--- config.mk ---
export PLATFORM = sky130hd
export DESIGN_NAME = riscv_sequencer
export DESIGN_NICKNAME = d
export VERILOG_FILES = /design/src/rtl/riscv_sequencer.sv
export SDC_FILE = /design/constraint.sdc
export NUM_CORES = 1
export LEC_CHECK = 0
export ABC_AREA = 1
export CAP_MARGIN = 15
export CORE_UTILIZATION = 40
export DETAILED_ROUTE_END_ITERATION = 8
export GPL_TIMING_DRIVEN = 0
export HOLD_SLACK_MARGIN = 0.15
export PLACE_DENSITY = 0.74
export SLEW_MARGIN = 20
export SYNTH_ARGS = -nofsm -noshare
export SYNTH_HDL_FRONTEND = slang
export SYNTH_SLANG_ARGS = --single-unit
--- constraint.sdc ---
create_clock -name clock -period 2.45 [get_ports clock]
set_input_delay 0.735 -clock clock [delete_from_list [all_inputs] [get_ports clock]]
set_output_delay 0.735 -clock clock [all_outputs]
set_load 0.03 [all_outputs]
--- src/rtl/riscv_sequencer.sv ---
// Multi-cycle RV32I control FSM: fetch/decode/execute/mem/writeback sequencing,
// memory-port handshake and retired-instruction count. Optional macro: TRAP_ILLEGAL_EN.
module riscv_sequencer #(
    parameter logic [31:0] RESET_PC = 32'h0000_0000,
    parameter int          CNT_W    = 32
) (
    input  logic             clock,
    input  logic             reset,
    input  logic [6:0]       opcode,
    input  logic [2:0]       funct3,
    input  logic             branch_taken,
    input  logic             mem_ready,
    output logic             mem_req,
    output logic             mem_we,
    output logic             mem_addr_sel,
    output logic             ir_load,
    output logic             pc_load,
    output logic [1:0]       pc_src,
    output logic             alu_src_a,
    output logic             alu_src_b,
    output logic             reg_we,
    output logic [1:0]       wb_sel,
    output logic [31:0]      pc_reset_val,
    output logic [2:0]       state,
    output logic             halted,
    output logic [CNT_W-1:0] instret
);

    localparam logic [2:0] S_FETCH = 3'd0;
    localparam logic [2:0] S_DECODE = 3'd1;
    localparam logic [2:0] S_EXECUTE = 3'd2;
    localparam logic [2:0] S_MEM = 3'd3;
    localparam logic [2:0] S_WRITEBACK = 3'd4;
    localparam logic [2:0] S_HALT = 3'd5;
    localparam logic [2:0] S_TRAP = 3'd6;

    localparam logic [6:0] OP_OP = 7'h33;
    localparam logic [6:0] OP_IMM = 7'h13;
    localparam logic [6:0] OP_LUI = 7'h37;
    localparam logic [6:0] OP_AUIPC = 7'h17;
    localparam logic [6:0] OP_LOAD = 7'h03;
    localparam logic [6:0] OP_STORE = 7'h23;
    localparam logic [6:0] OP_JAL = 7'h6F;
    localparam logic [6:0] OP_JALR = 7'h67;
    localparam logic [6:0] OP_BRANCH = 7'h63;
    localparam logic [6:0] OP_SYSTEM = 7'h73;

    logic [2:0]       state_q, state_d;
    logic [6:0]       op_q, op_d;
    logic             halted_q, halted_d;
    logic [CNT_W-1:0] instret_q, instret_d;
    logic             is_halt_sys;
    logic             wb_writes;

    function automatic logic is_known(input logic [6:0] op);
        is_known = (op == OP_OP) || (op == OP_IMM) || (op == OP_LUI) ||
                   (op == OP_AUIPC) || (op == OP_LOAD) || (op == OP_STORE) ||
                   (op == OP_JAL) || (op == OP_JALR) || (op == OP_BRANCH);
    endfunction

    // Only the ECALL/EBREAK group stops the core; other SYSTEM encodings are unsupported.
    assign is_halt_sys = (opcode == OP_SYSTEM) && (funct3 == 3'd0);
    assign wb_writes   = is_known(op_q) && (op_q != OP_STORE) && (op_q != OP_BRANCH);

    always_comb begin
        state_d = state_q;
        op_d    = op_q;
        unique case (state_q)
            S_FETCH: begin
                if (mem_ready) begin
                    state_d = S_DECODE;
                end
            end
            S_DECODE: begin
                op_d = opcode;
                if (is_halt_sys) begin
                    state_d = S_HALT;
                end else begin
`ifdef TRAP_ILLEGAL_EN
                    state_d = is_known(opcode) ? S_EXECUTE : S_TRAP;
`else
                    state_d = S_EXECUTE;
`endif
                end
            end
            S_EXECUTE: begin
                if (op_q == OP_BRANCH) begin
                    state_d = S_FETCH;
                end else if ((op_q == OP_LOAD) || (op_q == OP_STORE)) begin
                    state_d = S_MEM;
                end else begin
                    state_d = S_WRITEBACK;
                end
            end
            S_MEM: begin
                if (mem_ready) begin
                    state_d = (op_q == OP_LOAD) ? S_WRITEBACK : S_FETCH;
                end
            end
            S_WRITEBACK: state_d = S_FETCH;
            S_HALT:      state_d = S_HALT;
            S_TRAP:      state_d = S_TRAP;
            default:     state_d = S_FETCH;
        endcase
    end

    always_comb begin
        mem_req      = 1'b0;
        mem_we       = 1'b0;
        mem_addr_sel = 1'b0;
        ir_load      = 1'b0;
        pc_load      = 1'b0;
        pc_src       = 2'd0;
        alu_src_a    = 1'b0;
        alu_src_b    = 1'b0;
        reg_we       = 1'b0;
        wb_sel       = 2'd0;
        unique case (state_q)
            S_FETCH: begin
                mem_req = 1'b1;
                ir_load = mem_ready;
            end
            S_EXECUTE: begin
                alu_src_a = (op_q == OP_AUIPC);
                alu_src_b = (op_q == OP_IMM) || (op_q == OP_AUIPC) ||
                            (op_q == OP_LOAD) || (op_q == OP_STORE);
                if (op_q == OP_BRANCH) begin
                    pc_load = 1'b1;
                    pc_src  = branch_taken ? 2'd3 : 2'd0;
                end
            end
            S_MEM: begin
                mem_req      = 1'b1;
                mem_addr_sel = 1'b1;
                mem_we       = (op_q == OP_STORE);
                alu_src_b    = 1'b1;
                pc_load      = (op_q == OP_STORE) && mem_ready;
            end
            S_WRITEBACK: begin
                reg_we  = wb_writes;
                pc_load = 1'b1;
                if (op_q == OP_LOAD) begin
                    wb_sel = 2'd1;
                end else if ((op_q == OP_JAL) || (op_q == OP_JALR)) begin
                    wb_sel = 2'd2;
                end else if (op_q == OP_LUI) begin
                    wb_sel = 2'd3;
                end
                if (op_q == OP_JAL) begin
                    pc_src = 2'd1;
                end else if (op_q == OP_JALR) begin
                    pc_src = 2'd2;
                end
            end
            default: ;
        endcase
        // Reset abandons any in-flight access: every strobe and select goes quiet.
        if (reset) begin
            mem_req      = 1'b0;
            mem_we       = 1'b0;
            mem_addr_sel = 1'b0;
            ir_load      = 1'b0;
            pc_load      = 1'b0;
            pc_src       = 2'd0;
            alu_src_a    = 1'b0;
            alu_src_b    = 1'b0;
            reg_we       = 1'b0;
            wb_sel       = 2'd0;
        end
    end

    assign halted_d  = (state_d == S_HALT) || (state_d == S_TRAP);
    assign instret_d = pc_load ? instret_q + {{(CNT_W-1){1'b0}}, 1'b1} : instret_q;

    always_ff @(posedge clock) begin
        if (reset) begin
            state_q   <= S_FETCH;
            op_q      <= 7'd0;
            halted_q  <= 1'b0;
            instret_q <= '0;
        end else begin
            state_q   <= state_d;
            op_q      <= op_d;
            halted_q  <= halted_d;
            instret_q <= instret_d;
        end
    end

    assign pc_reset_val = RESET_PC;
    assign state        = state_q;
    assign halted       = halted_q;
    assign instret      = instret_q;

endmodule

==> Flow_metrics.wiki <==
{| class="wikitable"
! Metric !! Value
|-
| Layout Area Growth over Synthesis || 37.5%
|-
| Post-Place Cells || 703
|-
| Final critical delay including setup and external delays || 2410 ps
|-
| Latest clock arrival within the worst-skew pair || 310 ps
|-
| Cell area reported after detailed placement || 0.00387 sq mm
|-
| Number of inserted filler cells in the final layout || 701
|-
| Number of placement rows || 31
|-
| Leakage component of the power || 1.73 nW
|-
| Via-per-instance ratio || 4.75
|-
| Total Nets Final || 634
|-
| Worst hold slack || 494 ps
|-
| Total routing usage reported by global routing || 21.9%
|-
| Max-slew headroom at the worst pin || 66.1%
|-
| Antenna diodes || 0
|-
| Utilization after layout || 56.9%
|-
| Via count of the first global-routing pass || 3,023
|-
| Yosys synthesis warning count || 0
|-
| Result of the run || finished clean
|-
| Setup TNS || 0 ps
|-
| CTS tree || done
|-
| Post-detailed-routing wire length || 8310 microns
|-
| Reg clk slew, reported paths || 80 ps
|-
| Wire length of the first global-routing pass || 13,300 microns
|-
| Number of distinct library cells after synthesis || 27
|-
| Min setup slack post-route || 42.3 ps
|-
| Most common cell after layout, fill and taps aside || nand2_1
|-
| Setup repair after global routing missed its margin || true
|-
| Detailed-routing wirelength on met1 || 3470 microns
|-
| Horiz. Die Dim || 88.6 microns
|-
| Layout cells sized above 1 || 17.8%
|-
| Comb pwr share || 17.0%
|-
| Slew at the pin closest to its max-slew limit || 508 ps
|-
| Routed wire length on met3 || 480 microns
|-
| Detailed-router iteration count before antenna repair || 5
|-
| Most used cells in the layout excluding fill and tap cells || 166 x nand2_1, 83 x nor2_1, 46 x clkdlybuf4s50_1
|-
| Maximum clock path buffer count || 2
|-
| Clock network power share || 35.7%
|-
| Metal2 WL || 4170 microns
|-
| Top metal layer carrying routed signals || met4
|-
| Reported net switching power || 0.438 mW
|-
| Number of remaining DRC errors || 0
|-
| Overall overflow remaining after global route || 0
|-
| Placer Congestion || 0.945
|-
| Post-Syn Area per Cell || 5.87 sq um
|-
| Cell Area, Synth || 0.00300 sq mm
|-
| Setup violators final || 0
|-
| Initial antenna violation count || 0
|-
| Maximum net fanout on the critical path || 5
|-
| Number of instances in the synthesized netlist || 512
|-
| Worst hold path class || register to register
|-
| Wirelength per Cell || 11.6 microns
|-
| Total power draw || 1.55 mW
|-
| Net switching fraction of the power || 28.3%
|-
| H-Tree Level Count || 2
|-
| Largest net degree at the start of global routing || 19
|-
| Num ports || 94
|-
| Buffers on Ports || 61
|-
| CP Data Required Time || 1710 ps
|-
| Cell at the root of the clock tree || clkbuf_8
|-
| Internal power of the cells || 1.11 mW
|-
| Power per cell area || 375 mW/mm^2
|-
| Starting Density || 41.4%
|-
| Worst clock skew || 13.3 ps
|-
| Final Instance Count excl. Fillers || 718
|-
| Sequential cell fraction of total power || 47.4%
|-
| Core region area || 0.00725 sq mm
|-
| Worst voltage drop across the vdd grid || 205 uV
|-
| Number of antenna-violating nets in the routed design || 0
|-
| HPWL reported at the end of detailed placement || 6320 microns
|-
| CP Class || register to output port
|-
| Clock Sink Count || 43
|-
| Period Utilization, post-route || 98.3%
|-
| Crit path launch type || register
|-
| Number of buffers added by the clock tree synthesis step || 5
|-
| Floorplan die area || 0.00786 sq mm
|-
| Final Max Slew Viols || 0
|-
| Final design instance area without fill || 0.00413 sq mm
|-
| Flip-flop and latch count after synthesis || 43
|-
| Detailed Route Iter0 Violations || 183
|-
| Critical Path AT || 1670 ps
|-
| Height of the chip || 88.6 microns
|-
| Pre-CTS WS || -1320 ps
|-
| Number of maximum-capacitance constraint violations || 0
|-
| Proportion of synthesized chip area in sequential cells || 28.7%
|-
| Setup crit end kind || output port
|-
| Fin. Hold Viols || 0
|-
| Vias after detailed routing || 3,414
|-
| Highest clock frequency the design can meet || 0.415 GHz
|}
worst paths after layout:
path / startpoint / end / slack [ps] / depth (start not counted)
hold reg to reg: instret[3]$_SDFFE_PP0P_ / instret[3]$_SDFFE_PP0P_ / 490 / 2
setup / recovery: op_q[0]$_SDFFE_PP0P_ / reg_we / 40 / 9
setup reg to reg: instret[0]$_SDFFE_PP0P_ / instret[20]$_SDFFE_PP0P_ / 410 / 11
hold / removal: instret[3]$_SDFFE_PP0P_ / instret[3]$_SDFFE_PP0P_ / 490 / 2
worst max-delay path, stage by stage (launching register included):
cell	delay [ps]
dfxtp_1	350
nand2_2	90
inv_2	100
nand2_4	90
nor2_4	180
nor2_4	60
o21ai_2	80
nor3_1	70
nor2_1	150
buf_4	180
registers in the layout, indices dropped and copies added (netlist names):
| name | cells |
|---|---|
| instret | 32 |
| op_q | 7 |
| state | 3 |
| halted | 1 |
cell usage after synthesis:
master    number  area (sq um)
nor2_1        88           330
ha_1           1          12.5
buf_2          1          5.00
dfxtp_1       43           861
clkbuf_1       5          18.8
buf_4         34           255
nand3_2        1          10.0
nand2_2        2          12.5
o22ai_1        1          6.26
buf_6          3          33.8
nor3_4         1          16.3
xor2_1         9          78.8
nor2_4         2          22.5
nor2_2         1          6.26
o21a_1         1          7.51
xnor2_1        1          8.76
nor4_1         2          12.5
conb_1         1          3.75
o21ai_0       14          70.1
nand3_1       28           140
nor3_1         5          25.0
a21oi_1       36           180
inv_1         51           191
nand2_1      172           646
inv_2          2          7.51
nand4_1        6          37.5
clkinv_1       1          3.75
cells by family (layout without fill, tap and decap cells):
family	Yosys count	after routing	synth area share (%)
AO/OA/AOI/OAI	52	52	8.79
buffers and inverters	97	173	17.2
adder cells (fa/ha/maj)	1	1	0.417
other	1	32	0.125
flip-flops	43	43	28.7
AND/OR/NAND/NOR	308	308	41.9
XOR/XNOR	10	10	2.92
timing repair:
item,CTS,global route
pin swaps,6,10
setup buffers,5,4
setup endpoints to repair,12,8
gates resized for setup,96,27
hold buffers,0,0
power by group through the flow:
stage	Clock [mW]	Combinational [mW]	Sequential [mW]
6_report	0.552	0.263	0.733
5_1_grt	0.584	0.287	0.735
4_1_cts	0.557	0.251	0.727
3_5_place_dp	0	0.240	0.743
3_3_place_gp	0	0.237	0.743
2_1_floorplan	0	0.179	0.746
cell type report:
type | instances | area, sq um | share of cell area, %
multi-input combinational | 403 | 1850 | 44.8
sequential | 43 | 871 | 21.1
timing repair buffer | 70 | 652 | 15.8
buffer | 42 | 328 | 7.94
inverter | 54 | 203 | 4.91
tap | 99 | 124 | 3.00
clock buffer | 6 | 72.6 | 1.76
clock inverter | 1 | 30.0 | 0.727
per-layer routing:
layer / GRT usage [%] / up-vias
met4: 8.21 / 0
met5: 0 / -
met2: 40.1 / 136
met1: 24.8 / 1514
li1: - / 1745
met3: 4.66 / 19
(Power assumes the default switching activity.)
